## src/rtl/irq_pending_ctrl.sv

```systemverilog
// Interrupt front-end: captures request lines into a pending register, masks them
// into an external priority encoder, and presents one ID at a time over valid/ack.
module irq_pending_ctrl #(
  parameter int N         = 8,
  parameter int IDW       = 3,
  parameter bit EDGE_MODE = 1'b1
) (
  input  logic           clk,
  input  logic           rst,
  input  logic [N-1:0]   irq_in,
  input  logic [N-1:0]   irq_mask,
  output logic [N-1:0]   enc_req,
  input  logic [IDW-1:0] enc_id,
  input  logic           enc_valid,
  output logic           irq_valid,
  output logic [IDW-1:0] irq_id,
  input  logic           irq_ack,
  output logic [N-1:0]   pending
);

  typedef enum logic {
    IDLE,
    PRESENT
  } state_t;

  state_t       state;
  logic [N-1:0] set_vec;
  logic [N-1:0] clr_vec;
  logic         ack_hit;
  logic         withdraw;

  generate
    if (EDGE_MODE) begin : g_edge
      logic [N-1:0] irq_prev;

      always_ff @(posedge clk or posedge rst) begin
        if (rst) irq_prev <= '0;
        else     irq_prev <= irq_in;
      end

      assign set_vec = irq_in & ~irq_prev;
    end else begin : g_level
      assign set_vec = irq_in;
    end
  endgenerate

  // Ack takes precedence over a simultaneous mask drop, so the bit is cleared.
  assign ack_hit  = (state == PRESENT) && irq_ack;
  assign withdraw = (state == PRESENT) && !irq_ack && !irq_mask[irq_id];

  always_comb begin
    clr_vec = '0;
    if (ack_hit) clr_vec[irq_id] = 1'b1;
  end

  assign enc_req = pending & irq_mask;

  always_ff @(posedge clk or posedge rst) begin
    if (rst) begin
      pending   <= '0;
      state     <= IDLE;
      irq_valid <= 1'b0;
      irq_id    <= '0;
    end else begin
      // Set is OR'd after the clear so a re-trigger on the ack edge survives.
      pending <= (pending & ~clr_vec) | set_vec;
      case (state)
        IDLE: begin
          if (enc_valid) begin
            irq_id    <= enc_id;
            irq_valid <= 1'b1;
            state     <= PRESENT;
          end
        end
        PRESENT: begin
          if (ack_hit || withdraw) begin
            irq_valid <= 1'b0;
            state     <= IDLE;
          end
        end
        default: begin
          irq_valid <= 1'b0;
          state     <= IDLE;
        end
      endcase
    end
  end

endmodule

```

## config.mk

```make
export PLATFORM = sky130hd
export DESIGN_NAME = irq_pending_ctrl
export DESIGN_NICKNAME = d
export VERILOG_FILES = /design/src/rtl/irq_pending_ctrl.sv
export SDC_FILE = /design/constraint.sdc
export NUM_CORES = 1
export LEC_CHECK = 0
export ABC_AREA = 1
export CELL_PAD_IN_SITES_DETAIL_PLACEMENT = 1
export CELL_PAD_IN_SITES_GLOBAL_PLACEMENT = 1
export CORE_ASPECT_RATIO = 1.25
export CORE_UTILIZATION = 28
export DETAILED_ROUTE_END_ITERATION = 16
export PLACE_DENSITY = 0.75
export SETUP_SLACK_MARGIN = 0.02
export SLEW_MARGIN = 10
export SYNTH_ARGS = -nofsm -noshare
export SYNTH_HDL_FRONTEND = slang
export SYNTH_SLANG_ARGS = --single-unit
```

## constraint.sdc

```tcl
create_clock -name clk -period 1.3 [get_ports clk]
set_input_delay 0.195 -clock clk [delete_from_list [all_inputs] [get_ports clk]]
set_output_delay 0.195 -clock clk [all_outputs]
set_load 0.005 [all_outputs]
```

Word level (Yosys, flattened, before mapping):

Cells that the tools add are included.

* reductions and logical operators: 9
* muxes and demuxes: 11
* equality and inequality tests: 2
* bitwise operators: 7
* magnitude comparators: 2

Operators by type and width (count)
* bitwise AND 8 bit: 3
* NOT 8 bit: 2
* 2-to-1 mux 8 bit: 1
* bitwise OR 8 bit: 1
* 2-to-1 mux 1 bit: 6
* logical AND 1 bit: 4
* less-than comparator 3 x 4 -> 1 bit, second input constant: 1
* case mux 1 bit (2 select lines): 2
* AND reduction 2 bit: 2
* binary-select mux 1 bit (select 3 bit): 1
* demux 1 bit (select 3 bit): 1
* greater-or-equal comparator 3 x 1 -> 1 bit, second input constant: 1
* logical NOT 1 bit: 2
* != test 2 x 1 -> 1 bit, second input constant: 1
* != test 2 bit, second input constant: 1
* logical OR 1 bit: 1
* NOT 1 bit: 1

* output and inout bits: 20
* bits in registers: 21

Depth between registers and ports, before layout:

Gate-level depths: netlist of the first run.

* depth in word-level cells: 8
* mapped depth: 9
* mapped depth without buffers: 9

Worst setup path before layout of the first run:

Ideal clock, no wire load.

* kind: register -> register
* from: register irq_id[0]
* to: register irq_valid
* setup time: 0.118 ns
* setup slack: 0.224 ns
* arrival time: 0.958 ns
* stages on the path, launching flop included: 8
* clock period less this slack: 1.076 ns
* cells stage by stage: dfrtp_1 buf_6 o211ai_1 nand2_1 inv_2 nand2_1 nand2_1 nor2_2

* word-level cells in the longest chain between the ends: 7

Ends and longest elaborated chain
* from (decl): line 16 `output logic [IDW-1:0] irq_id,`
* from (signal assigned): line 70 `irq_id <= enc_id;`
* binary-select mux 1 bit (select 3 bit): line 49 `assign withdraw = (state == PRESENT) && !irq_ack && !irq_mask[irq_id];`
* 2-to-1 mux 1 bit (implied by the code): line 49
* logical NOT 1 bit: line 49
* logical AND 1 bit: line 49
* logical OR 1 bit: line 76 `if (ack_hit || withdraw) begin`
* != test 2 x 1 -> 1 bit (no line)
* AND reduction 2 bit (no line)
* to (signal assigned): line 62 `irq_valid <= 1'b0;`
* to (signal assigned): line 77 `irq_valid <= 1'b0;`
* to (signal assigned): line 82 `irq_valid <= 1'b0;`
* to (decl): line 15 `output logic irq_valid,`

Every way passes these cells. The select of a mux whose other input is x is not followed.
A chain may end at the register's enable or synchronous reset.

Worst setup path after layout of the first run:

Same ends and word-level chain as after synthesis.

==> results of run 1 <==
stage by stage:
stage               setup TNS (ns)  hold slack [ns]  total power (µW)
global route               -0.0719            0.310              2150
detailed placement           -1.86            0.416              1560
CTS                        -0.0237            0.273              1960
finish                           0            0.263              1990
global placement             -1.46            0.404              1520
floorplan                        0            0.172              1140
sequential cells by signal (all words and copies together), names as in the netlist:
signal and flops:
irq_valid 1, g_edge.irq_prev 8, irq_id 3, state 1
pending 8
cell usage in the layout, fill, tap and decap left out:
master / synthesis / routed
o21ai_0: 15 / 11
nand3_1: 7 / 7
dfrtp_2: 0 / 2
nor2_2: 1 / 3
nand2_1: 49 / 47
buf_4: 0 / 15
o211ai_1: 1 / 1
nor2_1: 6 / 4
inv_6: 0 / 1
clkdlybuf4s50_1: 0 / 20
inv_2: 4 / 3
buf_2: 0 / 1
nand2_2: 0 / 2
buf_6: 1 / 2
clkbuf_8: 0 / 3
dlygate4sd2_1: 0 / 21
clkdlybuf4s15_1: 0 / 1
clkinv_2: 0 / 1
dfrtp_1: 21 / 19
o21ai_1: 2 / 6
inv_1: 29 / 29
layer usage:
metal	share of wire, %	vias to the layer above	global-route usage, %	wire (µm)
met5	0	-	0	0
met4	1.1	0	6.25	34
met3	3.3	4	2.05	98
met2	56	28	33.3	1640
met1	40	507	18.2	1180
li1	-	530	-	-
power by group through the flow:
stage / Sequential (µW) / Combinational (µW) / Clock (µW)
after floorplan: 832 / 313 / 0
after global placement: 840 / 680 / 0
after detailed placement: 847 / 710 / 0
after CTS: 816 / 700 / 446
after global routing: 831 / 839 / 478
final: 817 / 750 / 425
layout make-up:
type,count,area share (%)
repair buffers,60,32.7
clock inverters,1,0.306
inverters,33,7.89
well taps,37,2.83
clock buffers,3,2.53
multi-input cells,81,21.4
flip-flops and latches,21,32.3
critical path, stage by stage (launching register included):
cell and delay (ns):
dfrtp_1 0.40, buf_6 0.14, buf_6 0.12, o211ai_1 0.20, nand2_1 0.09, inv_2 0.06, nand2_2 0.05, nand2_2 0.07
nor2_2 0.03
worst min-delay path by stage:
stage / from / to / cells after the start
floorplan: rst / g_edge.irq_prev[0] / 1
global placement: g_edge.irq_prev[3] / pending[3] / 1
detailed placement: g_edge.irq_prev[0] / pending[0] / 1
CTS: rst / g_edge.irq_prev[3] / 3
global route: rst / g_edge.irq_prev[5] / 3
finish: rst / g_edge.irq_prev[3] / 3
cell families after synthesis:
logic type | share of synthesized area, %
AND/OR/NAND/NOR | 24.8
buffers and inverters | 13.5
flip-flops | 52.5
AO/OA/AOI/OAI | 9.25
repair_timing:
action,CTS,global route
gates cloned,0,1
resized for setup,25,12
pin swaps,1,5
endpoints found under the setup margin,20,4
hold buffers,0,0
buffers inserted,3,2
==> results by group, run 1 <==
Routing
  – Vias post-DR: 1,069
  – Iter 0 DRT Violations: 9
  – Drt pass-1 iters: 3
  – Wire length per cell: 12.5 µm
  – Post-route ant nets: 0
  – Final WL: 2960 µm
  – Number of remaining DRC errors: 0
  – DR vias/cell: 4.53

Power
  – Static leakage: 0.000880 µW
  – PwrDens: 1220 mW/mm²
  – Switching share of power: 33.5%
  – Logic pwr share: 37.6%
  – Peak VDD IR: 0.000628 V
  – Clk pwr share: 21.3%
  – Cell Int Power: 1320 µW
  – Switching power: 668 µW
  – Power share of the sequential group: 41.0%

Timing
  – Fin. max-slew vios: 0
  – Fin Clk Skew: 0.00270 ns
  – RSZ-0062 raised after global routing: true
  – Hold Vio Cnt, Final: 0
  – Worst setup margin: 0.0335 ns
  – Fmax: 790 MHz
  – Minimum clock period: 1.27 ns
  – Max_slew headroom: 81.8%
  – Slew at the pin with the worst max-slew slack: 0.273 ns
  – Final worst-path cycle share: 97.4%
  – Final setup violation count: 0

Critical path
  – Worst Setup Start Kind: flip-flop
  – Crit-path max FO: 5
  – CP Capture Point: irq_valid
  – CP startpoint: irq_id[0]
  – Reg2reg path depth: 8
  – Crit end category: flip-flop
  – Crit Path Category: flip-flop to flip-flop
  – Reg-to-reg slack, setup: 0.03 ns
  – R2R Path End: irq_valid
  – WP data required: 1.45 ns
  – Reg-to-reg startpoint: irq_id[0]
  – WP data arrival: 1.42 ns

GRT
  – Vias in the first global route: 1,147
  – Grt total ovfl: 0
  – Largest net degree at the start of global routing: 22
  – Global-route wire length before repair: 4990 µm
  – Initial antenna violation count: 0
  – Total Routing Usage GR: 16.7%

Floorplan
  – Die height: 68.8 µm
  – I/O pin count: 43
  – Core area: 0.00331 mm²
  – Site row count: 23
  – Die area: 0.00382 mm²
  – Starting Density: 30.2%
  – Die width: 55.5 µm

Place
  – Hpwl dp: 2280 µm
  – Final GP Congestion: 0.791
  – # placed instances: 226
  – Post-Place Cell Area: 0.00155 mm²
  – PortBufs: 42
  – Pre-CTS WS: -0.188 ns

Yosys
  – Sequential area share after synthesis: 52.5%
  – Top cells by area, synth: dfrtp_1 (53%), nand2_1 (18%), inv_1 (11%)
  – Mapped Nets: 159
  – Cells after synthesis: 136
  – Synth cell count leaders: nand2_1 (49), inv_1 (29), dfrtp_1 (21), o21ai_0 (15), nand3_1 (7)
  – Mapped Avg Cell Area: 7.36 µm²
  – Synth warnings: 0
  – Yosys cell types: 11
  – Flops & latches, synth: 21
  – Post-synth ARST share: 100%
  – Top-count cell post-synth: nand2_1
  – Cell accounting for the most synthesized area: dfrtp_1
  – Synth Flop Type: dfrtp_1
  – Post-synth EDFFs: 0
  – Synth top area share: 52.5%
  – Post-Syn Area: 0.00100 mm²

Final layout
  – Final Instance Area: 0.00163 mm²
  – Final non-filler cell total: 236
  – Layout Nets: 223
  – P&R area growth vs syn: 63.3%
  – Reg area: 528 µm²
  – Share of post-route cells with drive strength above 1: 16.6%
  – Antenna diode count: 0
  – Fillers: 427
  – Post-Route Utilization: 49.4%
  – Multi-input gate area: 350 µm²

Clocking
  – Clock Tree Root: clkbuf_8
  – H-tree Lvls: 1
  – Number of clock sinks: 21
  – CTS Buffer Depth: 2
  – Worst-Skew Late Latency: 0.25 ns
  – Clock tree from TritonCTS: done
  – Reg clk slew, reported paths: 0.08 ns
  – CTS buffer count: 3

Min path
  – Worst hold path class: input pin to async pin

Run status
  – Status: finished, final reports clean

Run
  – Max Cap Viol: 0
Note: power is estimated with default switching activity, not from simulation.
==> inputs of run 2 (changes only) <==
- CORE_ASPECT_RATIO: 1.25 -> 1.1
==> results by group, run 2 (synthesized netlist as in run 1, its figures left out) <==
Floorplan
  – Core area: 0.00339 mm²
  – Starting Density: 29.6%
  – Die width: 59.0 µm
  – Die height: 64.7 µm
  – Site row count: 22
  – Die area: 0.00382 mm²
  – I/O pin count: 43

Timing
  – Fin. max-slew vios: 0
  – RSZ-0062 raised after global routing: true
  – Worst setup margin: -0.0392 ns
  – Slew at the pin with the worst max-slew slack: 0.276 ns
  – Fin Clk Skew: 0.00572 ns
  – Final setup violation count: 1
  – Max_slew headroom: 81.6%
  – Final worst-path cycle share: 103%
  – Minimum clock period: 1.34 ns
  – Fmax: 747 MHz
  – Hold Vio Cnt, Final: 0

Clocking
  – Clock tree from TritonCTS: done
  – Number of clock sinks: 21
  – CTS buffer count: 3
  – Reg clk slew, reported paths: 0.12 ns
  – CTS Buffer Depth: 2
  – H-tree Lvls: 1
  – Clock Tree Root: clkbuf_4
  – Worst-Skew Late Latency: 0.32 ns
  – Hold Buf Count CTS: 0

Power
  – Peak VDD IR: 0.000778 V
  – Total chip power: 2100 µW
  – Static leakage: 0.000923 µW
  – PwrDens: 1190 mW/mm²

GRT
  – Initial antenna violation count: 0
  – Vias in the first global route: 1,234
  – Total Routing Usage GR: 19.4%
  – Largest net degree at the start of global routing: 22
  – Global-route wire length before repair: 5530 µm
  – Grt total ovfl: 0

Routing
  – Final WL: 3490 µm
  – DR vias/cell: 4.42
  – Post-route ant nets: 0
  – Vias post-DR: 1,128
  – Drt pass-1 iters: 4
  – Number of remaining DRC errors: 0
  – Iter 0 DRT Violations: 22
  – Wire length per cell: 13.7 µm

Critical path
  – Worst Setup Start Kind: flip-flop
  – CP startpoint: irq_id[1]
  – WP data required: 1.56 ns
  – Crit Path Category: flip-flop to flip-flop
  – Critical Path, Cell by Cell: buf_4 > inv_4 > nor2_1 > nand3_1 > nand2_1 > nor2_2 > nand2_2 > nand2_2 > nor2_2
  – CP max stage cell: dfrtp_2
  – CP delay by family, top: simple AND/OR/NAND/NOR gates
  – WP data arrival: 1.59 ns
  – Reg-to-reg startpoint: irq_id[1]
  – Crit-path max FO: 6
  – CP Buf/Inv Count: 2
  – Max stage delay on crit path: 0.38 ns
  – Crit end category: flip-flop

Final layout
  – Commonest non-fill, non-tap cell in the layout: nand2_1
  – Final non-filler cell total: 255
  – Commonest cells after routing, fill and taps aside: nand2_1 (37), inv_1 (27), clkdlybuf4s50_1 (22)
  – Biggest regs: g_edge.irq_prev: 8 flops, pending: 8 flops, irq_id: 3 flops
  – Antenna diode count: 0
  – P&R area growth vs syn: 75.6%
  – Share of post-route cells with drive strength above 1: 31.4%
  – Layout Nets: 231
  – Final Instance Area: 0.00176 mm²

Run status
  – Violated checks: negative setup slack
  – Status: finished, violations left

Min path
  – Worst hold path class: input pin to async pin

Place
  – # placed instances: 237
  – PortBufs: 42
  – Post-Place Cell Area: 0.00156 mm²
  – Pre-CTS WS: -0.215 ns
  – Final GP Congestion: 0.799
  – Hpwl dp: 2370 µm

Run
  – Max Cap Viol: 0
==> run 2: cell count changes in the layout (fill, tap and decap cells not counted), moves of 4 or more <==
| cell | previous run | this run |
|---|---|---|
| buf_6 | 2 | 9 |
| o21ai_1 | 6 | 2 |
| nand2_1 | 47 | 37 |
| nand2_2 | 2 | 11 |
| o21ai_0 | 11 | 15 |
| buf_4 | 15 | 21 |
| dlygate4sd2_1 | 21 | 8 |
==> run 2: layout make-up <==
| type | count | area [µm²] |
|---|---|---|
| clock buffers | 4 | 26.3 |
| fillers | 417 | 1630 |
| inverters | 33 | 131 |
| multi-input cells | 81 | 393 |
| flip-flops and latches | 21 | 528 |
| well taps | 48 | 60.1 |
| repair buffers | 68 | 619 |
==> run 2: stage by stage <==
stage               setup TNS [ns]  hold slack [ns]  util [%]
floorplan                        0            0.172         -
global placement             -1.43            0.405      46.1
detailed placement           -1.94            0.417      46.1
CTS                         -0.245            0.212      49.0
global route                -0.146            0.205      51.9
finish                     -0.0392            0.200      51.9
==> run 2: worst min-delay path, cell delays in order <==
cell,delay [ns]
clkdlybuf4s50_1,0.40
inv_1,0.05
buf_4,0.27
==> run 2: repair_timing <==
item | 4_1_cts | 5_1_grt
hold endpoints to repair | 0 | 0
buffers inserted | 10 | 4
resized for setup | 41 | 41
endpoints found under the setup margin | 20 | 10
pin swaps | 7 | 6
gates cloned | 0 | 1
==> run 2: final timing paths <==
check | slack, ns | depth (start not counted) | to
setup / recovery | -0.04 | 9 | irq_valid
hold / removal | 0.20 | 3 | g_edge.irq_prev[5]
setup reg to reg | -0.04 | 9 | irq_valid
hold reg to reg | 0.42 | 1 | pending[4]
max in group asynchronous | 0.86 | 3 | irq_id[2]
min in group clk | 0.34 | 1 | g_edge.irq_prev[4]
==> run 2: power breakdown <==
| part | leakage (µW) | internal, µW | total, µW | switching [µW] |
|---|---|---|---|---|
| registers | 0.000226 | 745 | 801 | 55.4 |
| clock network | 0.0000150 | 120 | 328 | 208 |
| logic | 0.000682 | 482 | 968 | 486 |
| total | 0.000923 | 1350 | 2100 | 749 |
==> run 2: per-layer routing <==
| metal | wire length [µm] | vias up | GRT usage [%] |
|---|---|---|---|
| met5 | 0 | - | 0 |
| met4 | 34 | 0 | 7.74 |
| met3 | 123 | 4 | 2.20 |
| met2 | 1900 | 33 | 35.7 |
| met1 | 1430 | 544 | 22.3 |
| li1 | - | 547 | - |
==> inputs of run 3 (changes only) <==
- SLEW_MARGIN: 10 -> 20
==> results of run 3 <==
Final layout, timing and power as in run 2 (identical DEF).
